<file path="src/rtl/bsg_manycore_pkg.sv">
// Shared manycore definitions: pod reset command encoding, sequencer
// state encoding and a safe clog2 helper for parameter-derived widths.
package bsg_manycore_pkg;

   typedef enum logic [1:0] {
      e_pod_reset_assert_all  = 2'd0,
      e_pod_reset_release_all = 2'd1,
      e_pod_reset_pulse_one   = 2'd2,
      e_pod_reset_nop         = 2'd3
   } bsg_manycore_pod_reset_cmd_e;

   typedef enum logic [1:0] {
      e_prs_idle    = 2'd0,
      e_prs_hold    = 2'd1,
      e_prs_stagger = 2'd2,
      e_prs_done    = 2'd3
   } bsg_manycore_pod_reset_state_e;

   // clog2 that never returns 0, so a 1-entry range still gets a 1-bit field
   function automatic int safe_clog2(input int val);
      return (val <= 1) ? 1 : $clog2(val);
   endfunction

endpackage

</file>
<file path="src/rtl/bsg_manycore_pod_reset_sequencer.sv">
// Pod reset sequencer: accepts one command at a time and drives the
// registered per-pod reset vector (global assert, staggered release in
// ascending linear index order, single-pod recovery pulse).
module bsg_manycore_pod_reset_sequencer
   import bsg_manycore_pkg::*;
#(
   parameter int num_pods_x_p        = 1,
   parameter int num_pods_y_p        = 1,
   parameter int hold_cycles_p       = 16,
   parameter int stagger_cycles_p    = 8,
   parameter int pod_x_cord_width_lp = safe_clog2(num_pods_x_p),
   parameter int pod_y_cord_width_lp = safe_clog2(num_pods_y_p)
) (
   input  logic                                          clk_i,
   input  logic                                          reset_n_i,
   input  logic                                          v_i,
   output logic                                          ready_o,
   input  bsg_manycore_pod_reset_cmd_e                   cmd_i,
   input  logic [pod_x_cord_width_lp-1:0]                pod_x_i,
   input  logic [pod_y_cord_width_lp-1:0]                pod_y_i,
   output logic [num_pods_y_p-1:0][num_pods_x_p-1:0]     pod_reset_o,
   output logic                                          busy_o,
   output logic                                          done_o
);

   localparam int num_pods_lp    = num_pods_x_p * num_pods_y_p;
   localparam int max_cycles_lp  = (hold_cycles_p > stagger_cycles_p) ? hold_cycles_p : stagger_cycles_p;
   localparam int timer_width_lp = safe_clog2(max_cycles_lp);
   localparam int idx_width_lp   = safe_clog2(num_pods_lp);

   localparam logic [timer_width_lp-1:0] hold_load_lp    = timer_width_lp'(hold_cycles_p - 1);
   localparam logic [timer_width_lp-1:0] stagger_load_lp = timer_width_lp'(stagger_cycles_p - 1);
   localparam logic [idx_width_lp-1:0]   last_idx_lp     = idx_width_lp'(num_pods_lp - 1);

   bsg_manycore_pod_reset_state_e state_q, state_d;
   logic [timer_width_lp-1:0]     timer_q, timer_d;
   logic [idx_width_lp-1:0]       idx_q, idx_d;
   logic [num_pods_lp-1:0]        pod_reset_q, pod_reset_d;
   logic                          pulse_q, pulse_d;   // HOLD belongs to PULSE_ONE (clear bit on exit)
   logic                          last_q, last_d;     // final pod already released, leave STAGGER next
   logic                          ready_q, ready_d;
   logic                          busy_q, busy_d;
   logic                          done_q, done_d;

   logic                          in_range_s;
   logic [idx_width_lp-1:0]       target_idx_s;

   // Decode the PULSE_ONE target into a linear index and range-check it
   always_comb begin
      in_range_s   = (32'(pod_x_i) < num_pods_x_p) && (32'(pod_y_i) < num_pods_y_p);
      target_idx_s = idx_width_lp'(pod_y_i) * idx_width_lp'(num_pods_x_p) + idx_width_lp'(pod_x_i);
   end

   // Next-state logic for the command FSM, timer, index counter and reset vector
   always_comb begin
      state_d     = state_q;
      timer_d     = timer_q;
      idx_d       = idx_q;
      pod_reset_d = pod_reset_q;
      pulse_d     = pulse_q;
      last_d      = last_q;

      case (state_q)
         e_prs_idle: begin
            if (v_i) begin
               case (cmd_i)
                  e_pod_reset_assert_all: begin
                     pod_reset_d = {num_pods_lp{1'b1}};
                     timer_d     = hold_load_lp;
                     pulse_d     = 1'b0;
                     state_d     = e_prs_hold;
                  end
                  e_pod_reset_release_all: begin
                     pod_reset_d[0] = 1'b0;
                     if (num_pods_lp == 1) begin
                        state_d = e_prs_done;
                     end else begin
                        idx_d   = idx_width_lp'(1);
                        timer_d = stagger_load_lp;
                        last_d  = 1'b0;
                        state_d = e_prs_stagger;
                     end
                  end
                  e_pod_reset_pulse_one: begin
                     if (in_range_s) begin
                        pod_reset_d[target_idx_s] = 1'b1;
                        idx_d   = target_idx_s;
                        timer_d = hold_load_lp;
                        pulse_d = 1'b1;
                        state_d = e_prs_hold;
                     end else begin
                        state_d = e_prs_done;
                     end
                  end
                  default: begin
                     state_d = e_prs_done;
                  end
               endcase
            end else begin
               state_d = e_prs_idle;
            end
         end

         e_prs_hold: begin
            if (timer_q == timer_width_lp'(0)) begin
               state_d = e_prs_done;
               if (pulse_q) begin
                  pod_reset_d[idx_q] = 1'b0;
               end else begin
                  pod_reset_d = pod_reset_q;
               end
            end else begin
               timer_d = timer_q - timer_width_lp'(1);
            end
         end

         e_prs_stagger: begin
            if (last_q) begin
               state_d = e_prs_done;
            end else if (timer_q == timer_width_lp'(0)) begin
               pod_reset_d[idx_q] = 1'b0;
               timer_d            = stagger_load_lp;
               if (idx_q == last_idx_lp) begin
                  last_d = 1'b1;
               end else begin
                  idx_d = idx_q + idx_width_lp'(1);
               end
            end else begin
               timer_d = timer_q - timer_width_lp'(1);
            end
         end

         e_prs_done: begin
            state_d = e_prs_idle;
         end

         default: begin
            state_d = e_prs_idle;
         end
      endcase

      ready_d = (state_d == e_prs_idle);
      busy_d  = (state_d == e_prs_hold) || (state_d == e_prs_stagger);
      done_d  = (state_d == e_prs_done);
   end

   // State, counters, reset vector and status flags; reset forces every pod into reset
   always_ff @(posedge clk_i or negedge reset_n_i) begin
      if (!reset_n_i) begin
         state_q     <= e_prs_idle;
         timer_q     <= '0;
         idx_q       <= '0;
         pod_reset_q <= {num_pods_lp{1'b1}};
         pulse_q     <= 1'b0;
         last_q      <= 1'b0;
         ready_q     <= 1'b1;
         busy_q      <= 1'b0;
         done_q      <= 1'b0;
      end else begin
         state_q     <= state_d;
         timer_q     <= timer_d;
         idx_q       <= idx_d;
         pod_reset_q <= pod_reset_d;
         pulse_q     <= pulse_d;
         last_q      <= last_d;
         ready_q     <= ready_d;
         busy_q      <= busy_d;
         done_q      <= done_d;
      end
   end

   assign pod_reset_o = pod_reset_q;
   assign ready_o     = ready_q;
   assign busy_o      = busy_q;
   assign done_o      = done_q;

endmodule

</file>
<file path="config.mk">
export PLATFORM = sky130hd
export DESIGN_NAME = bsg_manycore_pod_reset_sequencer
export DESIGN_NICKNAME = d
export VERILOG_FILES = /design/src/rtl/bsg_manycore_pkg.sv /design/src/rtl/bsg_manycore_pod_reset_sequencer.sv
export SDC_FILE = /design/constraint.sdc
export NUM_CORES = 1
export LEC_CHECK = 0
export CAP_MARGIN = 20
export CORE_MARGIN = 5
export CORE_UTILIZATION = 40
export CTS_CLUSTER_DIAMETER = 40
export DETAILED_ROUTE_END_ITERATION = 10
export PLACE_DENSITY = 0.62
export SLEW_MARGIN = 15
export SYNTH_ARGS = -nofsm -noshare
export SYNTH_HDL_FRONTEND = slang
export SYNTH_SLANG_ARGS = --single-unit
</file>
<file path="constraint.sdc">
create_clock -name clk_i -period 2.2 [get_ports clk_i]
set_clock_uncertainty 0.2 [all_clocks]
set_input_delay 0.44 -clock clk_i [delete_from_list [all_inputs] [get_ports clk_i]]
set_output_delay 0.44 -clock clk_i [all_outputs]
set_load 0.02 [all_outputs]
</file>
==> metrics.txt, run 1 <==
Worst R2R Start timer_q[0]; total design power 1.655 mW; ant diodes 0; critical path's largest stage delay 0.60 ns; Initial Utilization 41.35%; site row count 17; Root Driver clkbuf_4; M1 wire length 838 µm; highest routed metal layer met4; Fillers 213; largest net degree at the start of global routing 14; H-Tree Depth 1; worst-skew pair later-pin latency 0.29 ns; number of max-cap violations 0; Critical Path End Type primary output; die height 57.36 µm; Vias 684; Nets 123; Top Ports 11; Total Wirelength 1770 µm; DR vias/cell 5.104; Synth Warn # 0; count leader, synth dfrtp_1; Worst-Margin Slew 0.6103 ns; Num CTS Buffers 3; clk slew on worst S/H paths 0.08 ns; final hold viol count 0; syn_nets 104; required time of the critical path 1.56 ns; FF-to-FF setup slack 0.16 ns; Max Freq 479.3 MHz; Post-synth top cells 11 x dfrtp_1, 10 x inv_1, 9 x ha_1, 6 x nor2_1, 5 x nand2_1; CTS tree yes; R2R cell count 7; Die X 57.36 µm; drt first pass iters 4; Yosys top cell area share 30.68%; Core Region 2170 µm²; Avg Cell Area, Syn 10.19 µm²; top cell family by delay on the critical path buffers and inverters; Mapped Area 897.1 µm²; r2r endpoint busy_o; post-synthesis sequential area ratio 36.54%; WHS 0.3020 ns; final setup fails 0; Final Cycle Share 94.84%; vias in the first global route 708; Area growth syn-to-layout 20.08%; ys flop type dfrtp_1; Seq cells post-synth 13; PortBufs 10; WP buf/inv 1; Startpoint Class flip-flop; antenna violations before repair 0; Worst path slowest cell clkdlybuf4s50_1; P_leak 0.4834 nW; worst-path fanout max 4; Bufs on Longest Clock Path 2; power density cells 1536 nW/µm²; peak supply drop 0.8426 mV; CP cell instances clkdlybuf4s50_1; post-route setup slack 0.1134 ns; GPL Wtd Cong 0.8013; Fin Setup TNS 0 ns; outcome completed; GRT overflow 0; share of cells above drive strength 1 19.81%; biggest area consumer among synthesized cells dfrtp_1; critical path arrival 1.45 ns; metal2 WL 808 µm; Clock Sinks 13; die area 3290 µm²; RSZ-0062 raised after global routing no; final core occ 49.65%; WL/cell 13.21 µm; GRT Util Overall 12.77%; DRC 0; slew margin rel. 59.19%; WL met3 88 µm; Setup CP Type reg2out; Synth area leaders dfrtp_1 31%, ha_1 13%, dfstp_2 5.9%, inv_1 4.2%, a221oi_4 2.9%; postcts setup bufs 0; Hold Crit Endpoint pulse_q; 1st-iter DRT viols 11; Hold Startpoint pulse_q; Resized Gates After CTS 0; hold crit path type reg2reg; hold path cells 1; Final Max Slew Viols 0; Detail Route Antenna Nets 0; hold-fix buffers at CTS 0; Distinct cells, synth 37; cells after synthesis 88; first-pass GRT wire length 3187 µm; Final min period 2.087 ns; Post-synth EDFFs 0; share of flip-flops with an asynchronous set or reset 100.0%; dpl hpwl 1376 µm; DP Worst Slack -0.1210 ns
-- metrics by stage --
stage / instance area (µm²) / cells
after floorplan: 897.1 / 88
after global placement: 1050 / 130
after detailed placement: 1050 / 130
after CTS: 1077 / 134
after global routing: 1077 / 134
final: 1077 / 134
-- placed cells by master, fill, tap and decap left out, drive strengths merged, types with 2 or more instances in the layout --
cell	n
and2	2
mux2	3
a32o	2
a21oi	5
ha	9
dfstp	2
nand3	2
nor2	6
buf	6
inv	12
nand2	5
o2bb2ai	2
clkdlybuf4s50	10
a22oi	3
clkbuf	3
dfrtp	11
o21ai	6
-- metal layers --
metal  track usage [%]  up-vias
met1             15.58      318
met2             19.68        9
met4             4.967        0
met5                 0        -
met3             5.656        5
li1                  -      352
-- logic make-up (layout without fill, tap and decap cells) --
group | count (synthesis) | after routing | share of synthesized area (%)
AOI/OAI and AO/OA | 26 | 26 | 23.57
and+or+nand+nor | 23 | 23 | 15.06
buffers and inverters | 14 | 32 | 8.090
DFF | 13 | 13 | 36.54
adders and majority gates | 9 | 9 | 12.55
muxes | 3 | 3 | 4.183
-- how the worst max path moves through the flow --
stage / cells past startpoint / slack (ns) / end / start
after global placement: 5 / -0.06 / timer_q[3] / v_i
after global routing: 7 / 0.01 / busy_o / timer_q[0]
after CTS: 1 / 0.09 / pod_reset_o / pod_reset_o
after detailed placement: 8 / -0.12 / busy_o / pod_x_i
after floorplan: 5 / 0.34 / timer_q[1] / state_q[0]
final: 1 / 0.11 / pod_reset_o / pod_reset_o
-- where the power goes --
part | switching (mW) | internal (mW)
logic | 0.510 | 0.506
clock network | 0.0865 | 0.0677
registers | 0.105 | 0.379
total | 0.702 | 0.953
-- state kept, by name (all words and copies together), names as in the netlist --
name and cells:
done_o 1, last_q 1, idx_q 1, busy_o 1
pod_reset_o 1, state_q 2, timer_q 4, ready_o 1
pulse_q 1
-- layout make-up --
| class | count | area (µm²) | area share (%) |
|---|---|---|---|
| multi-input cells | 61 | 496.7 | 46.11 |
| well taps | 28 | 35.03 | 3.252 |
| flip-flops and latches | 13 | 327.8 | 30.43 |
| clock inverters | 1 | 5.005 | 0.4646 |
| repair buffers | 16 | 145.1 | 13.47 |
| inverters | 12 | 45.04 | 4.181 |
| clock buffers | 3 | 22.52 | 2.091 |
No activity file was read; power rests on OpenSTA's default activity.
==> run 2, diff against run 1 <==
Settings changed: CORE_UTILIZATION 40 to 35, PLACE_DENSITY 0.62 to 0.55.
==> run 2 against run 1 <==
Die area grew 12%. Maximum frequency grew 0.37%. Combinational power is essentially flat. Setup slack gained 0.0078 ns. Non-clock buffer count grew 2. Hold slack gained 0.020 ns. Clock power shrank 4%.
==> metrics.txt, run 2 (synthesis results as in run 1) <==
die area 3675 µm² (+12%); Largest regs timer_q: 4 flops, state_q: 2 flops; commonest non-fill, non-tap cell in the layout dfrtp_1; Core Region 2455 µm² (+13%); PortBufs 10 (unchanged); clock share of power 8.9% (-0.4 points); placed insts 134 (+3.1%); first-pass GRT wire length 3160 µm (-0.85%); hold-fix buffers at CTS 0 (unchanged); Startpoint Class flip-flop; Final Max Slew Viols 0 (unchanged); worst-skew pair later-pin latency 0.28 ns (about the same); Resized Gates After CTS 0 (unchanged); share of cells above drive strength 1 21.30% (+1.5 points); GPL Wtd Cong 0.7851 (-2.0%); Net Sw Power 705.6 µW (+0.58%); Vias 692 (+1.2%); clk slew on worst S/H paths 0.08 ns (about the same); Critical Path End Type primary output; Biggest register timer_q; RSZ-0062 raised after global routing no; Total Wirelength 1824 µm (+3.1%); final setup fails 0 (unchanged); placed standard-cell area 1067 µm² (+1.7%); required time of the critical path 1.56 ns (about the same); design area 1095 µm² (+1.6%); CTS tree yes; CP cell instances clkdlybuf4s50_1; vias in the first global route 710 (+0.28%); Bufs on Longest Clock Path 2 (unchanged); Top Ports 11 (unchanged); Root Driver clkbuf_4; outcome completed; H-Tree Depth 1 (unchanged); Worst-Margin Slew 0.5898 ns (-0.02044 ns); Comb power frac 62.1% (+0.7 points); Flop pwr share 29.0% (-0.3 points); drt first pass iters 4 (unchanged); slew margin rel. 60.56% (+1.4 points); Num CTS Buffers 3 (unchanged); postcts setup bufs 0 (unchanged); Detail Route Antenna Nets 0 (unchanged); Clock Sinks 13 (unchanged); worst-path fanout max 4 (unchanged); dpl hpwl 1398 µm (+1.6%); GRT Util Overall 11.71% (-1.1 points); top cell family by delay on the critical path buffers and inverters; Fillers 246 (+15%); number of max-cap violations 0 (unchanged); die height 60.63 µm (+5.7%); critical path's largest stage delay 0.60 ns (about the same); Final min period 2.079 ns (-0.007784 ns); Int Pwr 965.1 µW (+1.3%); critical path arrival 1.44 ns (about the same); Die X 60.63 µm (+5.7%); peak supply drop 0.9903 mV (+18%); antenna violations before repair 0 (unchanged); Worst path slowest cell clkdlybuf4s50_1; Max Freq 481.0 MHz (+0.37%); max reg flops 4 (unchanged); WL/cell 13.22 µm (about the same); WP buf/inv 1 (unchanged); DRC 0 (unchanged); P_leak 0.4927 nW (+1.9%); register area 327.8 µm² (unchanged); site row count 18 (+1); Setup CP Type reg2out; DR vias/cell 5.014 (-1.8%); switching share of power 42.24% (-0.16 points); Initial Utilization 36.54% (-4.8 points); Area growth syn-to-layout 22.04%; GRT overflow 0 (unchanged); ant diodes 0 (unchanged); hold crit path type reg2reg; largest net degree at the start of global routing 14 (unchanged); Final Cycle Share 94.49% (-0.35 points); 1st-iter DRT viols 15 (+4); Finished Layout Cells 138 (+3.0%); most frequent cells in the layout 11 x dfrtp_1, 10 x inv_1, 10 x clkdlybuf4s50_1; area occupied by multi-input gates 496.7 µm² (unchanged); Nets 125 (+1.6%); final hold viol count 0 (unchanged); power density cells 1526 nW/µm² (-0.64%)
[run 2: changes by cell type in the layout (fill, tap and decap cells not counted), sizes merged]
| cell | previous run | this run |
|---|---|---|
| buf | 6 | 8 |
[run 2: worst paths after layout]
kind                                to  depth (start not counted)  slack (ns)        start
max in group asynchronous      pulse_q                          1        1.08    reset_n_i
min reg2reg                    pulse_q                          1        0.32      pulse_q
min                            pulse_q                          1        0.32      pulse_q
max reg2reg                     busy_o                          8        0.18   timer_q[0]
min in group asynchronous   timer_q[1]                          1        0.33    reset_n_i
max                        pod_reset_o                          1        0.12  pod_reset_o
[run 2: routing by layer]
metal  track usage (%)  vias up  share of wire, %
li1                  -      357                 -
met1             15.45      324                47
met2             18.17        9                48
met3             4.468        2               3.8
met4             2.786        0              0.88
met5                 0        -                 0
[run 2: cell type report]
cell class,count,area share [%]
inverter,12,4.114
tap,30,3.429
multi-input combinational,61,45.37
clock buffer,3,2.057
timing repair buffer,18,14.63
sequential,13,29.94
clock inverter,1,0.4571
[run 2: metrics by stage]
| step | setup TNS, ns | util (%) | total power [mW] | worst slack [ns] | hold WS [ns] |
|---|---|---|---|---|---|
| floorplan | 0 | - | 1.262 | 0.3358 | -0.05559 |
| global placement | -0.04921 | 43.48 | 1.521 | -0.04106 | 0.3051 |
| detailed placement | -0.1138 | 43.48 | 1.529 | -0.07545 | 0.3093 |
| CTS | 0 | 44.60 | 1.696 | 0.1020 | 0.3304 |
| global route | 0 | 44.60 | 1.848 | 0.02610 | 0.3421 |
| finish | 0 | 44.60 | 1.671 | 0.1212 | 0.3224 |
[run 2: power groups by stage]
| stage | Clock, mW | Sequential (mW) | Combinational [mW] |
|---|---|---|---|
| 2_1_floorplan | 0 | 0.506 | 0.756 |
| 3_3_place_gp | 0 | 0.487 | 1.03 |
| 3_5_place_dp | 0 | 0.488 | 1.04 |
| 4_1_cts | 0.160 | 0.484 | 1.05 |
| 5_1_grt | 0.169 | 0.507 | 1.17 |
| 6_report | 0.148 | 0.484 | 1.04 |
